==> src/rtl/peak_bin_finder.sv <==
// rtl/peak_bin_finder.sv - per-frame windowed peak power search over an FFT bin stream
module peak_bin_finder #(
  parameter int PWR_W   = 47,
  parameter int NFFT    = 1024,
  parameter int BIN_W   = $clog2(NFFT),
  parameter int MIN_BIN = 0,
  parameter int MAX_BIN = 1023
) (
  input  logic             clk,
  input  logic             reset_b,
  input  logic [PWR_W-1:0] power_in,
  input  logic             power_valid,
  input  logic             power_last,
  input  logic [PWR_W-1:0] threshold,
  input  logic             clear,
  output logic [PWR_W-1:0] peak_power,
  output logic [BIN_W-1:0] peak_bin,
  output logic             peak_detect,
  output logic             frame_err,
  output logic             peak_valid
);

  localparam logic [0:0]       S_IDLE   = 1'b0;
  localparam logic [0:0]       S_ACCUM  = 1'b1;
  localparam logic [BIN_W-1:0] LAST_BIN = BIN_W'(NFFT - 1);

  // Window membership as a lookup table keeps the compare free of constant-range edge cases.
  function automatic logic [NFFT-1:0] win_mask();
    logic [NFFT-1:0] m;
    for (int i = 0; i < NFFT; i++) m[i] = (i >= MIN_BIN) && (i <= MAX_BIN);
    return m;
  endfunction

  localparam logic [NFFT-1:0] WIN = win_mask();

  logic [0:0]       state;
  logic [BIN_W-1:0] bin_cnt;
  logic [BIN_W-1:0] run_bin;
  logic [PWR_W-1:0] run_max;
  logic             sat;

  logic [PWR_W-1:0] cur_max;
  logic [BIN_W-1:0] cur_bin;
  logic             take;
  logic [PWR_W-1:0] nxt_max;
  logic [BIN_W-1:0] nxt_bin;

  always_comb begin
    cur_max = (state == S_ACCUM) ? run_max : '0;
    cur_bin = (state == S_ACCUM) ? run_bin : '0;
    take    = power_valid && WIN[bin_cnt] && (power_in > cur_max);
    nxt_max = take ? power_in : cur_max;
    nxt_bin = take ? bin_cnt : cur_bin;
  end

  always_ff @(posedge clk or negedge reset_b) begin
    if (!reset_b) begin
      state       <= S_IDLE;
      bin_cnt     <= '0;
      run_bin     <= '0;
      run_max     <= '0;
      sat         <= 1'b0;
      peak_power  <= '0;
      peak_bin    <= '0;
      peak_detect <= 1'b0;
      frame_err   <= 1'b0;
      peak_valid  <= 1'b0;
    end else if (clear) begin
      state      <= S_IDLE;
      bin_cnt    <= '0;
      run_bin    <= '0;
      run_max    <= '0;
      sat        <= 1'b0;
      peak_valid <= 1'b0;
    end else begin
      peak_valid <= power_valid && power_last;
      if (power_valid) begin
        if (power_last) begin
          peak_power  <= nxt_max;
          peak_bin    <= nxt_bin;
          peak_detect <= nxt_max > threshold;
          frame_err   <= (bin_cnt != LAST_BIN) || sat;
          state       <= S_IDLE;
          bin_cnt     <= '0;
          run_bin     <= '0;
          run_max     <= '0;
          sat         <= 1'b0;
        end else begin
          state   <= S_ACCUM;
          run_max <= nxt_max;
          run_bin <= nxt_bin;
          // A non-last beat on the final bin means the frame overruns NFFT.
          if (bin_cnt == LAST_BIN) sat <= 1'b1;
          else                     bin_cnt <= bin_cnt + 1'b1;
        end
      end
    end
  end

endmodule
==> config.mk <==
export PLATFORM = sky130hd
export DESIGN_NAME = peak_bin_finder
export DESIGN_NICKNAME = d
export VERILOG_FILES = /design/src/rtl/peak_bin_finder.sv
export SDC_FILE = /design/constraint.sdc
export NUM_CORES = 1
export LEC_CHECK = 0
export BUFFER_PORTS_ARGS = -buffer_cell sky130_fd_sc_hd__buf_2
export CAP_MARGIN = 20
export CORE_UTILIZATION = 29
export CTS_BUF_LIST = sky130_fd_sc_hd__clkbuf_4 sky130_fd_sc_hd__clkbuf_8 sky130_fd_sc_hd__clkbuf_16
export CTS_CLUSTER_DIAMETER = 120
export DETAILED_ROUTE_END_ITERATION = 10
export GPL_ROUTABILITY_DRIVEN = 0
export GPL_TIMING_DRIVEN = 0
export SYNTH_ARGS = -nofsm -noshare
export SYNTH_HDL_FRONTEND = slang
export SYNTH_SLANG_ARGS = --single-unit
export TNS_END_PERCENT = 5
==> constraint.sdc <==
create_clock -name clk -period 6.1 [get_ports clk]
set_input_delay 0.305 -clock clk [delete_from_list [all_inputs] [get_ports clk]]
set_output_delay 0.305 -clock clk [all_outputs]
set_load 0.02 [all_outputs]
Yosys cells after proc, flatten, opt, wreduce, memory -nomap -nowiden --
Memory sizes are Yosys's and may differ from the RTL's. Index checks and enable logic that the tools add are counted.
Storage, ports and cells: input port bits 99, logic and storage cells 51, memories 1, register bits 129, ROM bits 1024
Cells by class: reductions and logical operators 9, bitwise gates (word level) 1, multiplexer cells 23, add/sub/neg operators 1, equality and inequality tests 3, magnitude comparators 3
Memory list:
- (no name shown) | words 1024, width 1, read ports 1, clocked after Yosys merged registers in 0, write ports 0, line 51 | take = power_valid && WIN[bin_cnt] && (power_in > cur_max);
Operator list (count):
- $mux W47 | 5
- $gt A47 B47 Y1 | 2
- $mux W10 | 9
- $lt A10 B11 Y1 const B | 1
- $add A10 B1 Y10 const B | 1
- $eq A10 B10 Y1 const B | 1
- $ne A10 B10 Y1 const B | 1
- $mux W1 | 9
- $reduce_and A2 Y1 | 2
- $logic_and A1 B1 Y1 | 3
- $ne A3 B3 Y1 const B | 1
- $reduce_and A3 Y1 | 1
- $reduce_bool A3 Y1 | 1
- $reduce_bool A2 Y1 | 1
- $logic_or A1 B1 Y1 | 1
- $not A1 Y1 | 1

Logic depth before layout (Yosys ltp) --
depth in word-level cells 8, gate-level depth with buffers 21, mapped depth without buffers 17

Least setup slack after synthesis --
No wires, ideal clock.
kind reg2reg, start register state, end register peak_detect, cell stages (with the launch flop) 22, arrival time 4.293 ns, setup time 0.120 ns, path buffers 4, slack 1.687 ns, path through dfrtp_1 > clkbuf_1 > clkbuf_1 > nand2_1 > ha_1 > a211oi_1 > nor2_1 > o41a_1 > o31a_1 > o31a_1 > buf_6 > buf_12 > mux2_4 > inv_1 > ha_1 > a21o_1 > a21o_1 > a211o_1 > a211o_1 > a21oi_1 > o41ai_1 > a31o_2
Between the ends: cells in the longest elaborated chain, start to end 5
Ends and longest elaborated chain:
- start, declared | line 36 | logic [0:0] state;
- start signal, assigned | line 58 | state <= S_IDLE;
- start signal, assigned | line 69 | state <= S_IDLE;
- start signal, assigned | line 83 | state <= S_IDLE;
- $mux W47 (*) | line 49 | cur_max = (state == S_ACCUM) ? run_max : '0;
- $gt A47 B47 Y1 | line 51
- $logic_and A1 B1 Y1 | line 51
- $mux W47 (*) | line 52 | nxt_max = take ? power_in : cur_max;
- net nxt_max[2] | line 45 | logic [PWR_W-1:0] nxt_max;
- $gt A47 B47 Y1 (*) | line 81 | peak_detect <= nxt_max > threshold;
- end signal, assigned | line 81
- end, declared | line 18 | output logic peak_detect,
Mark *: on every way through the listed nets, which the timed path passes. The rest lies on a longest branch. A chain may end at the register's enable or synchronous reset.

Worst setup path in the final report --
Same ends and word-level chain as after synthesis.

==> results.md <==
* Outcome: finished clean
* Max_cap viols at 0
* Worst Path Required at 6.41 ns
* Startpoint of the worst hold path: clear
* Starting Density at 0.299
* Critical Path Start: state$_DFFE_PN0P_
* Total negative slack at 0 ns
* Ratio of cells with drive above 1 in the final layout at 0.228
* Die width at 172 um
* RSZ-0062 raised after global routing: no
* Most numerous cell in the Yosys netlist: nand2_1
* Die Ht at 172 um
* Worst hold margin at 0.246 ns
* CTS clk-pin slew, worst paths at around 0.060 ns
* Post-CTS Setup Inserts at 0
* Remaining antenna violation count at 0
* Area contributors post-synth: dfrtp_1, ha_1, mux2_4, nand2_1, inv_1
* Post-synth EDFFs at 0
* Predominant post-synthesis flop cell: dfrtp_1
* Via count of the first global-routing pass at 6879
* Worst vdd ir at between 0.00015 and 0.0002 V
* Synth Instances at between 900 and 1k
* First-pass GRT wire length at between 30 and 40 mm
* CTS tree: built
* DRT iter0 DRCs at 492
* I/O Buffers at 157
* Crit path time final at 5.72 ns
* Pleak at 5.68 nW
* WP data arrival at between 6 and 7 ns
* Final setup vio count at 0
* Ys async rst share at 1.00
* Netlist cell types at approximately 50
* Final hold violation count at 0
* Overall Global Routing Usage at 0.170
* Worst setup SP type: flop
* WL per Instance at 15.9 um
* Layout Skew at 0.00832 ns
* Post-synth net total at 1131
* Area share of the leading cell type in the synthesized netlist at 0.385
* Warnings from Yosys at 0
* HPWL after DPL at 18.4 mm
* Vias/cell at ~4.7
* DR DRC count at 0
* Worst min-delay path class: primary input to flop
* Register bit total from synthesis at 129
* Max Clk Rate at about 170 MHz
* # IOs at 159
* GRT Residual Overflow at 0
* Nets at 1309
* CTS Buffer Depth at 2
* Final period utilization at 0.937
* RR Startpoint: state$_DFFE_PN0P_
* Antenna violations before repair at 4
* Largest net degree at the start of global routing at between 80 and 90
* Slew @ Worst Pin at between 0.7 and 0.8 ns
* Critical path capture point type: flop
* Critical path class: flop to flop
* Via count at approximately 7k
* Mapped cell area at 8390 sq um
* Synth area leader: dfrtp_1
* Root buf cell: clkbuf_16
* Core area at 28100 sq um
* Syn-to-layout area delta at 24.0%
* DRT Pass-1 Iters at 5
* WL final at 24.0 mm
* Row cnt at 61
* CTS H-tree depth at 4
* Clock latency at the later pin of the worst-skew pair at between 0.4 and 0.5 ns
* Num CTS Buffers at 17
* Syn Area/Cell at 8.95 sq um
* Pins Over Slew Limit at 0
* Post-synth top cells: nand2_1, inv_1, dfrtp_1
* Sequential area share after synthesis at 0.385
* Die footprint at 29600 sq um
* Max-slew headroom at 0.495
* PwrDens at roughly 250 nW/um^2
* Clk sinks at 129
* Crit-path max FO at 10
metal layers:
metal,track usage,share of wire
met1,0.240,0.50
met2,0.260,0.44
met3,0.0295,0.040
met4,0.0539,0.017
met5,0,0.00042
stage by stage:
step                cells  setup WS [ns]  cell area (sq um)  utilization  power (mW)
finish               1509          0.385              10400        0.370        2.64
global route         1507         0.0826              10400        0.370        2.76
CTS                  1506          0.223              10400        0.370        2.67
detailed placement   1473          0.228               9680        0.345        1.44
global placement     1472          0.357               9650        0.343        1.43
floorplan             937           1.69               8390            -        1.25
where the power goes:
part | switching (mW) | total (mW) | internal, mW
sequential | 0.0314 | 0.942 | 0.911
combinational | 0.290 | 0.478 | 0.188
clock | 0.398 | 1.22 | 0.819
total | 0.720 | 2.64 | 1.92
cells in the final DEF (no fill, tap or decap), types with 4 or more instances in the layout:
| master | Yosys | routed |
|---|---|---|
| inv_1 | 142 | 142 |
| a31oi_1 | 10 | 10 |
| o21ai_0 | 11 | 11 |
| mux2_4 | 46 | 46 |
| nand2_1 | 166 | 166 |
| clkbuf_16 | 0 | 17 |
| buf_12 | 4 | 4 |
| a21o_1 | 24 | 24 |
| clkbuf_1 | 30 | 30 |
| a21oi_1 | 34 | 34 |
| nand4_1 | 23 | 23 |
| xor2_1 | 5 | 5 |
| dfrtp_1 | 129 | 129 |
| clkbuf_8 | 0 | 4 |
| bufinv_16 | 0 | 6 |
| o21ai_2 | 5 | 5 |
| a22o_1 | 10 | 10 |
| nor4_1 | 5 | 4 |
| ha_1 | 95 | 95 |
| nor3_1 | 6 | 6 |
| buf_2 | 4 | 160 |
| nand3b_1 | 11 | 11 |
| o21ai_1 | 87 | 87 |
| nor2_1 | 37 | 37 |
| nand3_1 | 13 | 13 |
state kept, by name (all words and copies together), names as in the netlist:
signal / flops
peak_power: 47
run_max: 47
bin_cnt: 10
peak_bin: 10
run_bin: 10
frame_err: 1
peak_detect: 1
peak_valid: 1
sat: 1
state: 1
area by class of cell:
cell class	instances	area [sq um]
Clock buffer	23	495
Tap cell	378	473
Clock inverter	9	200
Multi-Input combinational cell	624	4380
Sequential cell	129	3230
Inverter	142	533
Fill cell	2929	17700
Buffer	42	254
Timing Repair Buffer	159	830
Antenna cell	3	7.51
final timing paths:
path / cells past startpoint / end / slack, ns
worst max register to register: 21 / peak_detect$_DFFE_PN0P_ / 0.38
min in group asynchronous: 2 / peak_power[10]$_DFFE_PN0P_ / 0.40
worst min register to register: 2 / run_max[6]$_DFFE_PN0P_ / 0.48
worst max-delay path: 21 / peak_detect$_DFFE_PN0P_ / 0.38
max in group asynchronous: 3 / state$_DFFE_PN0P_ / 4.90
worst min-delay path: 2 / bin_cnt[0]$_DFFE_PN0P_ / 0.25
what timing repair did:
item	4_1_cts	5_1_grt
hold buffers	1	0
gates resized for setup	0	1
hold endpoints to repair	46	0
endpoints found under the setup margin	0	1
kinds of logic after synthesis:
family / synth area share
simple gates: 0.144
buf+inv: 0.0938
flops: 0.385
compound gates: 0.144
mux: 0.0835
fa+ha+maj: 0.142
xor+xnor: 0.00731
worst max-delay path: stages (launching register included):
cell,delay [ns]
dfrtp_1,0.31
clkbuf_1,0.17
clkbuf_1,0.52
nand2_1,0.19
ha_1,0.38
nand4_1,0.20
nor4_2,0.59
nand3_1,0.23
a21oi_1,0.33
o31a_1,0.20
buf_6,0.16
buf_12,0.16
mux2_4,0.32
inv_1,0.07
ha_1,0.23
a21o_1,0.16
a21o_1,0.17
a211o_1,0.30
a211o_1,0.29
a21oi_1,0.27
o41ai_1,0.12
a31o_2,0.23
No activity file was read; power rests on OpenSTA's default activity.
